<file path="src/rtl/conv_pkg.sv">
// Parameter defaults and helpers shared by the convolver and the ReLU/max-pool stage.
package conv_pkg;

  localparam int unsigned CONV_N          = 4;
  localparam int unsigned CONV_K_SIZE     = 3;
  localparam int unsigned CONV_DATA_WIDTH = 16;
  localparam int unsigned CONV_Q          = 5;

  // Feature-map side and pooled side for the default convolver configuration.
  localparam int unsigned M = CONV_N - CONV_K_SIZE + 1;
  localparam int unsigned P = M / 2;

  typedef enum logic {
    IDLE,
    RUN
  } pool_state_e;

  function automatic logic [CONV_DATA_WIDTH-1:0] relu(input logic [CONV_DATA_WIDTH-1:0] x);
    return x[CONV_DATA_WIDTH-1] ? '0 : x;
  endfunction

endpackage

</file>
<file path="src/rtl/relu_maxpool_line_buf.sv">
// One-row buffer of horizontal pair maxima (pool_line_buf): sync write, comb read, reset-clear.
module pool_line_buf
  import conv_pkg::*;
#(
  parameter int unsigned DEPTH      = P,
  parameter int unsigned DATA_WIDTH = CONV_DATA_WIDTH,
  parameter int unsigned IDX_W      = (DEPTH > 1) ? $clog2(DEPTH) : 1
) (
  input  logic                  clk,
  input  logic                  rst,
  input  logic                  we_i,
  input  logic [IDX_W-1:0]      idx_i,
  input  logic [DATA_WIDTH-1:0] wdata_i,
  output logic [DATA_WIDTH-1:0] rdata_o
);

  logic [DATA_WIDTH-1:0] mem_q [DEPTH];
  logic [DATA_WIDTH-1:0] mem_d [DEPTH];

  always_comb begin
    mem_d = mem_q;
    if (we_i) begin
      mem_d[idx_i] = wdata_i;
    end
  end

  always_ff @(posedge clk) begin
    if (rst) begin
      for (int unsigned i = 0; i < DEPTH; i++) begin
        mem_q[i] <= '0;
      end
    end else begin
      mem_q <= mem_d;
    end
  end

  assign rdata_o = mem_q[idx_i];

endmodule

</file>
<file path="src/rtl/relu_maxpool.sv">
// Streaming ReLU followed by 2x2 / stride-2 max-pool over the convolver's raster output.
module relu_maxpool
  import conv_pkg::*;
#(
  parameter int unsigned N          = CONV_N,
  parameter int unsigned DATA_WIDTH = CONV_DATA_WIDTH,
  parameter int unsigned Q          = CONV_Q,
  parameter int unsigned K_SIZE     = CONV_K_SIZE
) (
  input  logic                  clk,
  input  logic                  rst,
  input  logic                  start,
  input  logic [DATA_WIDTH-1:0] data_i,
  input  logic                  valid_i,
  output logic [DATA_WIDTH-1:0] data_o,
  output logic                  valid_o,
  output logic                  done_o,
  output logic                  busy_o
);

  localparam int unsigned M  = N - K_SIZE + 1;
  localparam int unsigned P  = M / 2;
  localparam int unsigned CW = (M > 1) ? $clog2(M) : 1;
  localparam int unsigned IW = (P > 1) ? $clog2(P) : 1;

  if ((M % 2 != 0) || (M < 2)) begin : g_bad_m
    $error("relu_maxpool: feature-map side must be even and at least 2");
  end
  if (Q >= DATA_WIDTH) begin : g_bad_q
    $error("relu_maxpool: fractional bits must be fewer than DATA_WIDTH");
  end

  pool_state_e           state_q, state_d;
  logic [CW-1:0]         col_q, col_d, row_q, row_d;
  logic [DATA_WIDTH-1:0] hold_q, hold_d;
  logic [DATA_WIDTH-1:0] data_q, data_d;
  logic                  valid_q, valid_d;
  logic                  done_q, done_d;

  logic [CW-1:0]         col_cur, row_cur;
  logic [DATA_WIDTH-1:0] r, pair, pooled, lb_rdata;
  logic [IW-1:0]         lb_idx;
  logic                  lb_we, accept;

  pool_line_buf #(
    .DEPTH      (P),
    .DATA_WIDTH (DATA_WIDTH),
    .IDX_W      (IW)
  ) u_line_buf (
    .clk     (clk),
    .rst     (rst),
    .we_i    (lb_we),
    .idx_i   (lb_idx),
    .wdata_i (pair),
    .rdata_o (lb_rdata)
  );

  always_comb begin
    state_d = state_q;
    col_d   = col_q;
    row_d   = row_q;
    hold_d  = hold_q;
    data_d  = data_q;
    valid_d = 1'b0;
    done_d  = 1'b0;
    lb_we   = 1'b0;

    // A start beat is pixel (0,0) of the new frame, so it sees cleared counters.
    col_cur = start ? '0 : col_q;
    row_cur = start ? '0 : row_q;
    lb_idx  = IW'(col_cur >> 1);

    // After ReLU both operands are non-negative, so unsigned compares suffice.
    r      = data_i[DATA_WIDTH-1] ? '0 : data_i;
    pair   = (r > hold_q) ? r : hold_q;
    pooled = (lb_rdata > pair) ? lb_rdata : pair;
    accept = valid_i && ((state_q == RUN) || start);

    if (start) begin
      state_d = RUN;
      col_d   = '0;
      row_d   = '0;
    end

    if (accept) begin
      if (!col_cur[0]) begin
        hold_d = r;
      end else if (!row_cur[0]) begin
        lb_we = 1'b1;
      end else begin
        valid_d = 1'b1;
        data_d  = pooled;
      end

      if (col_cur == CW'(M - 1)) begin
        col_d = '0;
        if (row_cur == CW'(M - 1)) begin
          row_d   = '0;
          done_d  = 1'b1;
          state_d = IDLE;
        end else begin
          row_d = row_cur + 1'b1;
        end
      end else begin
        col_d = col_cur + 1'b1;
      end
    end
  end

  always_ff @(posedge clk) begin
    if (rst) begin
      state_q <= IDLE;
      col_q   <= '0;
      row_q   <= '0;
      hold_q  <= '0;
      data_q  <= '0;
      valid_q <= 1'b0;
      done_q  <= 1'b0;
    end else begin
      state_q <= state_d;
      col_q   <= col_d;
      row_q   <= row_d;
      hold_q  <= hold_d;
      data_q  <= data_d;
      valid_q <= valid_d;
      done_q  <= done_d;
    end
  end

  assign data_o  = data_q;
  assign valid_o = valid_q;
  assign done_o  = done_q;
  // The FSM is already back in IDLE on the done cycle; keep busy up through it.
  assign busy_o  = (state_q == RUN) || done_q;

endmodule

</file>
<file path="config.mk">
export PLATFORM = sky130hd
export DESIGN_NAME = relu_maxpool
export DESIGN_NICKNAME = d
export VERILOG_FILES = /design/src/rtl/conv_pkg.sv /design/src/rtl/relu_maxpool_line_buf.sv /design/src/rtl/relu_maxpool.sv
export SDC_FILE = /design/constraint.sdc
export NUM_CORES = 1
export LEC_CHECK = 0
export BUFFER_PORTS_ARGS = -buffer_cell sky130_fd_sc_hd__buf_2
export CORE_MARGIN = 5
export CORE_UTILIZATION = 50
export DETAILED_ROUTE_END_ITERATION = 8
export MAX_ROUTING_LAYER = met4
export PLACE_DENSITY = 0.76
export SETUP_SLACK_MARGIN = 0.02
export SKIP_CTS_REPAIR_TIMING = 1
export SLEW_MARGIN = 5
export SYNTH_ARGS = -nofsm -noshare
export SYNTH_HDL_FRONTEND = slang
export SYNTH_SLANG_ARGS = --single-unit
</file>
<file path="constraint.sdc">
create_clock -name clk -period 10.8 [get_ports clk]
set_input_delay 2.16 -clock clk [delete_from_list [all_inputs] [get_ports clk]]
set_output_delay 2.16 -clock clk [all_outputs]
set_load 0.01 [all_outputs]
</file>
==> reports/qor_table.md <==
| Quantity | Reported | Unit |
|---|---|---|
| Result of the run | finished, final reports clean | - |
| Sequential fraction of the synthesis area | 34.0 | % |
| Starting density of the core | 51.8 | % |
| Vias per Instance | 5.29 | - |
| Final GP Congestion | 0.780 | - |
| Core ar. | 5570 | um^2 |
| Clock Latency Late Sink | 310 | ps |
| Antenna-violating nets left | 0 | - |
| Synth Flop Type | dfxtp_1 | - |
| Post-synthesis cell type count | 41 | - |
| TritonCTS clock tree | yes | - |
| Pre-antenna DRT Iters | 4 | - |
| Critical path's top delay family | compound AO/OA/AOI/OAI gates | - |
| Count of endpoints failing hold in the final timing report | 0 | - |
| Vias in the first global route | 2060 | - |
| Most area-hungry cell type in the Yosys netlist | dfxtp_1 | - |
| Cell types with the largest area share after synthesis | dfxtp_1, ha_1, a221o_1 | - |
| Pin count of the biggest net entering global routing | 24 | - |
| Clock sink count | 49 | - |
| Synthesis-to-layout area growth | 10.5 | % |
| Net count of the mapped netlist | 353 | - |
| Average cell area after synthesis | 9.62 | um^2 |
| Required time of the worst setup path | 11050 | ps |
| FMAX | 0.156 | GHz |
| Total of fill cells in the finished design | 485 | - |
| Fraction of final layout cells sized beyond drive strength 1 | 20.2 | % |
| Transition time of the tightest slew-check pin | 1190 | ps |
| Antenna violations before repair | 0 | - |
| Chain of cells forming the critical path | buf_2 -> and2b_1 -> ha_1 -> nand2_1 -> nor2_1 -> a211oi_1 -> o21ai_0 -> o21bai_4 -> mux2_2 -> inv_1 -> ha_1 -> nand3_1 -> nor3_1 -> a2111oi_0 -> a22o_1 -> nor2b_1 -> a221o_1 | - |
| Maximum VDD drop | 0.0694 | mV |
| Number of buffers added on ports | 37 | - |
| Number of DRC markers after the initial detailed-route iteration | 124 | - |
| Diode count | 0 | - |
| H-Tree Depth | 2 | - |
| Critical Path Slowest Stage Cell | nor2b_1 | - |
| Finish-stage setup viols | 0 | - |
| Util after Layout | 57.2 | % |
| Total negative slack | 0 | ps |
| # nets final | 384 | - |
| Clock-pin slew on the worst setup and hold paths | 100 | ps |
| Combined global-route utilization of all metal layers | 16.9 | % |
| Post-Syn Instances | 300 | - |
| Post-detailed-route wirelength per cell | 13.9 | um |
| Minimum setup slack after placement | 4040 | ps |
| Number of top-level pins | 39 | - |
| Wire length of the first global-routing pass | 9700 | um |
| Crit path time final | 6420 | ps |
| Wire length after detailed routing | 5630 | um |
| Setup CP Type | input port to flop | - |
| Post-synth EDFFs | 0 | - |
| Clock Tree Buf Depth | 2 | - |
| Routed vias | 2137 | - |
| Clock Skews | 12.7 | ps |
| Half-perimeter wire length after placement | 4170 | um |
| Critical path launch point type | input port | - |
| Congestion Overflow GR | 0 | - |
| Delay contributed by the slowest stage of the critical path | 850 | ps |
| Mapped Area | 2890 | um^2 |
| Remaining DRCs | 0 | - |
| Die width | 86.0 | um |
| Count of pins over their slew limit | 0 | - |
| Critical path's most frequent cell | ha_1 | - |
| Top fanout value on the critical path | 16 | - |
| Worst path setup slack after routing | 4380 | ps |
| RSZ-0062 raised after global routing | no | - |
| Endpoint arrival time on the critical path | 6680 | ps |
| Async set-reset flop share out of synthesis | 0 | % |
| Slew Limit Headroom | 20.5 | % |
| Pwr/cell area | 117 | nW/um^2 |
| Die H | 86.0 | um |
| Static Leakage | 1.46 | nW |
| Ratio of final minimum period to clock period | 59.5 | % |
| Yosys synthesis warning count | 0 | - |
| Floorplan die area | 7390 | um^2 |
| Area share of the largest cell type after synthesis | 34.0 | % |
| Root buf cell | clkbuf_8 | - |
| Critical Path Sink Type | flop | - |
| Number of buffers created by CTS | 5 | - |
| FF+latch count, synth | 49 | - |
| Maximum Capacitance Violations | 0 | - |
| Row Count | 27 | - |
| Overall power consumption | 374 | uW |
| Tightest Hold Check Type | flop to flop | - |
| Number of buffers and inverters on the critical path | 2 | - |
[metal layers]
layer,global-route usage (%),vias to the layer above,share of wire [%]
met5,-,-,0
li1,-,1118,-
met2,26.2,37,44
met4,4.32,0,0.60
met3,3.84,2,5.0
met1,22.2,980,50
[cells in the final DEF, fill, tap and decap left out, types with 2 or more instances in the layout]
| cell | synthesis | final |
|---|---|---|
| nand2_1 | 7 | 7 |
| nor3_1 | 3 | 3 |
| clkbuf_8 | 0 | 5 |
| nor2b_1 | 14 | 14 |
| nand3_1 | 4 | 4 |
| mux2_4 | 10 | 10 |
| ha_1 | 33 | 33 |
| nor2_1 | 24 | 24 |
| mux2i_1 | 15 | 15 |
| a221o_1 | 15 | 15 |
| mux2_2 | 6 | 6 |
| nand2b_1 | 2 | 2 |
| a22o_1 | 16 | 16 |
| inv_1 | 31 | 31 |
| buf_2 | 1 | 37 |
| nand4_1 | 3 | 3 |
| dfxtp_1 | 49 | 49 |
| and2_1 | 15 | 15 |
| o21ai_0 | 3 | 3 |
| a21o_1 | 2 | 2 |
| and2b_1 | 3 | 3 |
| a21oi_1 | 15 | 15 |
| o21a_1 | 2 | 2 |
[state kept, by name (all words and copies together), names as in the netlist]
signal and flops:
state_q 1, col_q 1, done_o 1, u_line_buf.mem_q 15, data_o 15, hold_q 15, row_q 1
[area by class of cell]
type	instances	area, um^2	share of cell area (%)
Timing Repair Buffer	37	185	5.80
Tap cell	72	90.1	2.82
Multi-Input combinational cell	207	1720	54.0
Sequential cell	49	981	30.7
Clock buffer	5	68.8	2.16
Clock inverter	3	25.0	0.784
Inverter	31	116	3.65
[where the power goes]
| group | switching [mW] | internal (mW) | total, mW |
|---|---|---|---|
| Sequential | 0.00235 | 0.184 | 0.186 |
| Combinational | 0.0406 | 0.0338 | 0.0744 |
| Clock | 0.0670 | 0.0469 | 0.114 |
[logic make-up (layout without fill, tap and decap cells)]
| kind of cell | after synthesis | in the layout | synth area share, % |
|---|---|---|---|
| buffers and inverters | 44 | 76 | 6.28 |
| multiplexers | 31 | 31 | 12.7 |
| AO/OA/AOI/OAI | 60 | 60 | 16.9 |
| other | 1 | 1 | 0.130 |
| adder cells (fa/ha/maj) | 33 | 33 | 14.3 |
| XOR/XNOR | 1 | 1 | 0.303 |
| flip-flops | 49 | 49 | 34.0 |
| AND/OR/NAND/NOR | 81 | 81 | 15.3 |
[worst reg2reg max path, stage by stage, from the launching register on]
cell,delay [ps]
dfxtp_1,360
inv_1,50
ha_1,300
a21oi_1,130
nor2_1,50
a211oi_1,210
o21ai_0,190
o21bai_4,520
mux2_2,430
inv_1,70
ha_1,240
nand3_1,140
nor3_1,80
a2111oi_0,370
a22o_1,210
nor2b_1,850
a221o_1,280
[through the flow]
step                hold slack [ps]  cell area [um^2]  instances
detailed placement              490              3100        396
floorplan                       465              2890        300
global route                    543              3190        404
finish                          517              3190        404
global placement                486              3100        396
CTS                             518              3190        404
[synthesized netlist by cell type, types with 3 or more instances]
cell	n
dfxtp_1	49
ha_1	33
inv_1	31
nor2_1	24
a22o_1	16
a21oi_1	15
a221o_1	15
and2_1	15
mux2i_1	15
nor2b_1	14
mux2_4	10
clkbuf_1	8
nand2_1	7
mux2_2	6
nand3_1	4
and2b_1	3
nand4_1	3
nor3_1	3
o21ai_0	3
[path summary, 6_finish.rpt]
path,startpoint,end,slack (ps),cells past startpoint
max reg2reg,hold_q[9],data_o[7],6270,16
min reg2reg,state_q,state_q,520,2
max,data_i[15],data_o[7],4380,17
min,state_q,state_q,520,2
Power figures use the tool's default switching activity.
